--- src/rtl/qrs_detect_pkg.sv ---
// Shared types and constants for the QRS peak detector: FSM states, default widths
// and the shift amounts used by the adaptive signal/noise level estimator.
package qrs_detect_pkg;

  localparam int DATA_W_DEF        = 32;
  localparam int RR_W_DEF          = 16;
  localparam int LEARN_SAMPLES_DEF = 1000;
  localparam int REFRACTORY_DEF    = 100;

  localparam int SPK_INIT_SH = 1;
  localparam int NPK_INIT_SH = 3;
  localparam int EMA_SH      = 3;
  localparam int THR_SH      = 2;

  typedef enum logic [1:0] {
    LEARN  = 2'd0,
    FIRST  = 2'd1,
    DETECT = 2'd2
  } qrs_state_e;

endpackage

--- src/rtl/qrs_level_estimator.sv ---
// Holds the adaptive signal (SPK) and noise (NPK) peak levels and derives the
// detection threshold from them combinationally.
module qrs_level_estimator
  import qrs_detect_pkg::*;
#(
  parameter int DATA_W = DATA_W_DEF
) (
  input  logic              clk,
  input  logic              rst_n,
  input  logic              init_i,
  input  logic [DATA_W-1:0] init_max_i,
  input  logic              spk_upd_i,
  input  logic              npk_upd_i,
  input  logic [DATA_W-1:0] peak_i,
  output logic [DATA_W-1:0] thr_o
);

  logic [DATA_W-1:0] spk_q, spk_d;
  logic [DATA_W-1:0] npk_q, npk_d;

  // Seeding from the learning maximum takes priority over the running averages.
  always_comb begin
    spk_d = spk_q;
    npk_d = npk_q;
    if (init_i) begin
      spk_d = init_max_i >> SPK_INIT_SH;
      npk_d = init_max_i >> NPK_INIT_SH;
    end else begin
      if (spk_upd_i) begin
        spk_d = spk_q - (spk_q >> EMA_SH) + (peak_i >> EMA_SH);
      end
      if (npk_upd_i) begin
        npk_d = npk_q - (npk_q >> EMA_SH) + (peak_i >> EMA_SH);
      end
    end
  end

  always_ff @(posedge clk or negedge rst_n) begin
    if (!rst_n) begin
      spk_q <= '0;
      npk_q <= '0;
    end else begin
      spk_q <= spk_d;
      npk_q <= npk_d;
    end
  end

  // Guard against SPK falling below NPK, where the difference would wrap.
  always_comb begin
    thr_o = npk_q;
    if (spk_q >= npk_q) begin
      thr_o = npk_q + ((spk_q - npk_q) >> THR_SH);
    end
  end

endmodule

--- src/rtl/axis_qrs_detect.sv ---
// QRS detector on the integrated-energy stream: local-max search, adaptive
// classification with refractory lockout, and one AXI-Stream beat per R-R interval.
module axis_qrs_detect
  import qrs_detect_pkg::*;
#(
  parameter int DATA_W        = DATA_W_DEF,
  parameter int RR_W          = RR_W_DEF,
  parameter int LEARN_SAMPLES = LEARN_SAMPLES_DEF,
  parameter int REFRACTORY    = REFRACTORY_DEF
) (
  input  logic              clk,
  input  logic              rst_n,
  input  logic              s_axis_tvalid,
  output logic              s_axis_tready,
  input  logic [DATA_W-1:0] s_axis_tdata,
  output logic              m_axis_tvalid,
  input  logic              m_axis_tready,
  output logic [DATA_W-1:0] m_axis_tdata
);

  localparam int                LCNT_W     = $clog2(LEARN_SAMPLES + 1);
  localparam logic [LCNT_W-1:0] LEARN_LAST = LCNT_W'(LEARN_SAMPLES - 1);
  localparam logic [RR_W-1:0]   RR_MAX     = '1;
  localparam logic [RR_W-1:0]   REFR       = RR_W'(REFRACTORY);

  qrs_state_e state_q, state_d;

  logic              rdy_en_q;
  logic [DATA_W-1:0] x1_q, x1_d, x2_q, x2_d;
  logic [DATA_W-1:0] max_q, max_d, max_cur;
  logic [LCNT_W-1:0] learn_cnt_q, learn_cnt_d;
  logic [RR_W-1:0]   cnt_q, cnt_d;

  logic              cand_vld_q, cand_vld_d;
  logic [DATA_W-1:0] cand_val_q, cand_val_d;
  logic [RR_W-1:0]   cand_k_q, cand_k_d;

  logic              beat_vld_q, beat_vld_d;
  logic [RR_W-1:0]   beat_rr_q, beat_rr_d;

  logic              m_vld_q, m_vld_d;
  logic [DATA_W-1:0] m_data_q, m_data_d;

  logic              accept, peak_now, learn_done;
  logic              in_refr, is_qrs, is_noise, beat_load;
  logic [DATA_W-1:0] thr;

  // Input stalls only when a finished beat is stuck in the output register.
  assign s_axis_tready = rdy_en_q & ~(m_vld_q & ~m_axis_tready);
  assign accept        = s_axis_tvalid & s_axis_tready;
  assign m_axis_tvalid = m_vld_q;
  assign m_axis_tdata  = m_data_q;

  assign peak_now   = (x1_q >= x2_q) && (x1_q > s_axis_tdata);
  assign max_cur    = (s_axis_tdata > max_q) ? s_axis_tdata : max_q;
  assign learn_done = accept && (state_q == LEARN) && (learn_cnt_q == LEARN_LAST);

  assign in_refr   = (state_q == DETECT) && (cand_k_q < REFR);
  assign is_qrs    = cand_vld_q && !in_refr && (cand_val_q > thr);
  assign is_noise  = cand_vld_q && !in_refr && !(cand_val_q > thr);
  assign beat_load = beat_vld_q && (!m_vld_q || m_axis_tready);

  qrs_level_estimator #(
    .DATA_W (DATA_W)
  ) u_levels (
    .clk        (clk),
    .rst_n      (rst_n),
    .init_i     (learn_done),
    .init_max_i (max_cur),
    .spk_upd_i  (is_qrs),
    .npk_upd_i  (is_noise),
    .peak_i     (cand_val_q),
    .thr_o      (thr)
  );

  always_comb begin
    state_d = state_q;
    unique case (state_q)
      LEARN:   if (learn_done) state_d = FIRST;
      FIRST:   if (is_qrs)     state_d = DETECT;
      DETECT:  state_d = DETECT;
      default: state_d = LEARN;
    endcase
  end

  always_comb begin
    x1_d        = x1_q;
    x2_d        = x2_q;
    max_d       = max_q;
    learn_cnt_d = learn_cnt_q;
    cand_vld_d  = 1'b0;
    cand_val_d  = cand_val_q;
    cand_k_d    = cand_k_q;
    if (accept) begin
      x1_d       = s_axis_tdata;
      x2_d       = x1_q;
      cand_val_d = x1_q;
      cand_k_d   = cnt_q;
      cand_vld_d = (state_q != LEARN) && peak_now;
      if (state_q == LEARN) begin
        max_d       = max_cur;
        learn_cnt_d = learn_cnt_q + LCNT_W'(1);
      end
    end
  end

  // cnt_q is the distance of the newest accepted sample from the last QRS peak;
  // the QRS peak is one sample behind, two if another sample lands this edge.
  always_comb begin
    cnt_d = cnt_q;
    if (is_qrs) begin
      cnt_d = accept ? RR_W'(2) : RR_W'(1);
    end else if (accept && (cnt_q != RR_MAX)) begin
      cnt_d = cnt_q + RR_W'(1);
    end
  end

  always_comb begin
    beat_vld_d = beat_vld_q && !beat_load;
    beat_rr_d  = beat_rr_q;
    if (is_qrs && (state_q == DETECT)) begin
      beat_vld_d = 1'b1;
      beat_rr_d  = cand_k_q;
    end
    m_vld_d  = m_vld_q && !m_axis_tready;
    m_data_d = m_data_q;
    if (beat_load) begin
      m_vld_d  = 1'b1;
      m_data_d = DATA_W'(beat_rr_q);
    end
  end

  always_ff @(posedge clk or negedge rst_n) begin
    if (!rst_n) begin
      state_q     <= LEARN;
      rdy_en_q    <= 1'b0;
      x1_q        <= '0;
      x2_q        <= '0;
      max_q       <= '0;
      learn_cnt_q <= '0;
      cnt_q       <= '0;
      cand_vld_q  <= 1'b0;
      cand_val_q  <= '0;
      cand_k_q    <= '0;
      beat_vld_q  <= 1'b0;
      beat_rr_q   <= '0;
      m_vld_q     <= 1'b0;
      m_data_q    <= '0;
    end else begin
      state_q     <= state_d;
      rdy_en_q    <= 1'b1;
      x1_q        <= x1_d;
      x2_q        <= x2_d;
      max_q       <= max_d;
      learn_cnt_q <= learn_cnt_d;
      cnt_q       <= cnt_d;
      cand_vld_q  <= cand_vld_d;
      cand_val_q  <= cand_val_d;
      cand_k_q    <= cand_k_d;
      beat_vld_q  <= beat_vld_d;
      beat_rr_q   <= beat_rr_d;
      m_vld_q     <= m_vld_d;
      m_data_q    <= m_data_d;
    end
  end

endmodule

--- config.mk ---
export PLATFORM = sky130hd
export DESIGN_NAME = axis_qrs_detect
export DESIGN_NICKNAME = d
export VERILOG_FILES = /design/src/rtl/qrs_detect_pkg.sv /design/src/rtl/qrs_level_estimator.sv /design/src/rtl/axis_qrs_detect.sv
export SDC_FILE = /design/constraint.sdc
export NUM_CORES = 1
export LEC_CHECK = 0
export CAP_MARGIN = 5
export CELL_PAD_IN_SITES_DETAIL_PLACEMENT = 1
export CELL_PAD_IN_SITES_GLOBAL_PLACEMENT = 2
export CORE_MARGIN = 8
export CORE_UTILIZATION = 43
export DETAILED_ROUTE_END_ITERATION = 7
export PLACE_DENSITY_LB_ADDON = 0.12
export SLEW_MARGIN = 20
export SYNTH_ARGS = -nofsm -noshare
export SYNTH_HDL_FRONTEND = slang
export SYNTH_SLANG_ARGS = --single-unit
export TNS_END_PERCENT = 100
--- constraint.sdc ---
create_clock -name clk -period 20.3 [get_ports clk]
set_input_delay 4.06 -clock clk [delete_from_list [all_inputs] [get_ports clk]]
set_output_delay 4.06 -clock clk [all_outputs]
set_load 0.02 [all_outputs]
==> qor.csv <==
stage,metric,value,unit
grt,initial antenna violation count,2,
power,PD cells,193.8,nW/um^2
clocking,# H-tree levels,1,
place,GP Congestion,0.8968,
logic_synthesis,Synthesis Warnings,0,
final_layout,nets,2857,
power,leakage power,11.64,nW
timing,Tmin final,9.572,ns
grt,met2 Track Usage GR,0.3537,
logic_synthesis,largest area contributor in the netlist,dfrtp_1,
logic_synthesis,largest cells by area after synthesis,"dfrtp_1 28%, ha_1 15%, fa_1 5.6%",
worst_setup_path,crit end category,output port,
worst_setup_path,Worst path most repeated cell,clkdlybuf4s50_1,
clocking,CTS Root Cell,clkbuf_16,
clocking,hold_buf cts,0,
floorplanning,Initial Utilization,0.4347,
worst_setup_path,max incr delay on CP,0.60,ns
grt,vias in the first global route,19110,
logic_synthesis,main flop type after synthesis,dfrtp_1,
logic_synthesis,post-synthesis sequential area ratio,0.2828,
timing,TNS Setup,0,ns
clocking,Post-CTS Setup Bufs,0,
timing,Fin. Hold Viols,0,
route,WL final,66.75,mm
place,DP HPWL,52.85,mm
logic_synthesis,synth unique cells,89,
logic_synthesis,number of synthesized flops with an enable pin,0,
floorplanning,Die ar.,56750,um^2
floorplanning,core area,48850,um^2
floorplanning,Die Wd,238.2,um
worst_setup_path,CP max FO,6,
timing,Slew HR,0.3473,
final_layout,"commonest non-fill, non-tap cell in the layout",inv_1,
place,IO Port Bufs,53,
final_layout,most frequent cells in the layout,"302 x inv_1, 261 x ha_1, 240 x dfrtp_1, 230 x nand2_1, 193 x a21oi_1",
outcome,status,"complete, no violations",
grt,GR Util met1,0.3543,
hold_path,hold crit path type,reg -> reg,
worst_setup_path,reg2reg setup slack,11.12,ns
timing,RSZ-0062 raised after global routing,false,
worst_setup_path,CP arrival,5.51,ns
route,WL per Instance,20.93,um
timing,Worst-Margin Slew,0.9790,ns
worst_setup_path,Critical-path top delay cell,clkdlybuf4s50_1,
clocking,Worst-Skew Late Latency,0.58,ns
clocking,CTS Buf Count,30,
floorplanning,row cnt,81,
clocking,CTS Sinks,240,
floorplanning,# IOs,70,
worst_setup_path,worst path cell trace,clkdlybuf4s50_1 > nand2b_1 > and2_1 > clkdlybuf4s50_1,
run,# Max-Cap Violations,0,
final_layout,layout cells sized above 1,0.05030,
route,Via Count,18050,
logic_synthesis,Post-synth ARST share,1.000,
timing,Final setup viols,0,
worst_setup_path,worst path required time,16.24,ns
clocking,CTS tree,done,
final_layout,Inserted Diodes,0,
grt,most used routing layer,met1,
worst_setup_path,Top Family by Delay on Critical Path,buffers and inverters,
logic_synthesis,Post-Synthesis Cell Area,21230,um^2
route,initial DRC count,1101,
grt,All-Layer GR Usage,0.2338,
timing,max frequency,104.5,MHz
route,Final ANT Viol Nets,0,
grt,grt total ovfl,0,
route,DRT Pass-1 Iters,5,
timing,period utilisation layout,0.4715,
floorplanning,Die Ht,238.2,um
route,Via density,5.660,
grt,met3 Use GR,0.02826,
timing,Pins Over Slew Limit,0,
worst_setup_path,worst path bufs/invs,2,
logic_synthesis,Syn Inst Count,2476,
logic_synthesis,Syn Area/Cell,8.576,um^2
clocking,post_cts resized,0,
timing,Setup Skew,0.02151,ns
final_layout,synth-to-layout area growth,10.39,%
logic_synthesis,Yosys reg bits,240,
clocking,Clock Tree Buf Depth,3,
worst_setup_path,critical path launch point type,primary input,
timing,hold slack,0.4805,ns
grt,largest net degree at the start of global routing,97,
final_layout,post-layout util,0.4798,
grt,first-pass GRT wire length,106.3,mm
clocking,"Reg clk slew, reported paths",0.06,ns
route,drt drc,0,
worst_setup_path,critical setup path kind,in -> out,
logic_synthesis,share of the synthesized area in the top cell type,0.2828,
power,worst vdd ir,0.09080,mV
final_layout,Fillers,5833,
==> area by class of cell <==
| type | instances | area, um^2 | area share |
|---|---|---|---|
| inverter | 302 | 1134 | 0.04836 |
| multi-input combinational | 1862 | 13790 | 0.5885 |
| clock buffer | 39 | 845.8 | 0.03608 |
| tap | 664 | 830.8 | 0.03544 |
| timing repair buffer | 65 | 625.6 | 0.02669 |
| clock inverter | 17 | 203.9 | 0.008701 |
| sequential | 240 | 6006 | 0.2562 |
==> report_power, final <==
part           switching, mW  internal (mW)
Combinational           1.97           1.33
Clock                  0.227          0.345
Sequential             0.117          0.553
Total                   2.32           2.23
==> cells by family (layout without fill, tap and decap cells) <==
logic type               count (synthesis)  count (layout)  synth area share
flip-flops                             240             240            0.2828
XOR/XNOR                               111             111           0.04578
AND/OR/NAND/NOR                        661             661            0.1483
adder cells (fa/ha/maj)                320             320            0.2094
multiplexers                            97              97           0.04814
buffers and inverters                  389             423           0.07248
AO/OA/AOI/OAI                          656             656            0.1927
other                                    2              17         0.0003537
==> worst reg2reg max path: cells and delay by family (launching register included) <==
family	cells	cell delay [ns]
AND/OR/NAND/NOR	7	2.16
AO/OA/AOI/OAI	15	3.95
XOR/XNOR	1	0.13
adder cells (fa/ha/maj)	3	0.90
buffers and inverters	2	0.65
multiplexers	2	0.85
flip-flops	1	0.41
==> layer usage <==
metal  share of wire  wire [um]
met4           0.019       1248
met1            0.51      34220
met2            0.43      28410
met3           0.043       2874
met5               0          0
==> sequential cells by signal, indices dropped and copies added, names as in the netlist <==
register        cells
beat_rr_q          16
beat_vld_q          1
cand_k_q           16
cand_val_q         32
cand_vld_q          1
cnt_q              16
learn_cnt_q        10
m_axis_tdata       16
m_axis_tvalid       1
max_q              32
rdy_en_q            1
state_q             2
u_levels.npk_q     32
u_levels.spk_q     32
x1_q               32
==> path summary, 6_finish.rpt <==
| kind | startpoint | to | cells after the start |
|---|---|---|---|
| setup reg to reg | u_levels.npk_q[1] | beat_rr_q[12] | 30 |
| hold / removal | beat_vld_q | m_axis_tvalid | 2 |
| hold reg to reg | beat_vld_q | m_axis_tvalid | 2 |
| min in group asynchronous | rst_n | max_q[2] | 1 |
| setup / recovery | m_axis_tready | s_axis_tready | 4 |
| max in group asynchronous | rst_n | beat_vld_q | 3 |
==> through the flow <==
stage / total power, mW / setup slack [ns] / cells / area, um^2
4_1_cts: 4.521 / 10.71 / 3189 / 23440
2_1_floorplan: 3.077 / 11.77 / 2491 / 21290
3_5_place_dp: 3.911 / 10.72 / 3133 / 22390
6_report: 4.542 / 10.73 / 3189 / 23440
5_1_grt: 4.951 / 10.49 / 3189 / 23440
3_3_place_gp: 3.804 / 10.75 / 3133 / 22390
==> cell usage after synthesis, drive strengths merged (38+ instances only) <==
master	number
inv	302
ha	261
dfrtp	240
nand2	231
o21ai	195
a21oi	193
nor2	150
a21o	65
xnor2	60
fa	59
mux2i	56
xor2	51
clkbuf	49
nand3	47
nor3	47
a211oi	46
mux2	41
buf	38
nand4	38
Note: power is estimated with default switching activity, not from simulation.
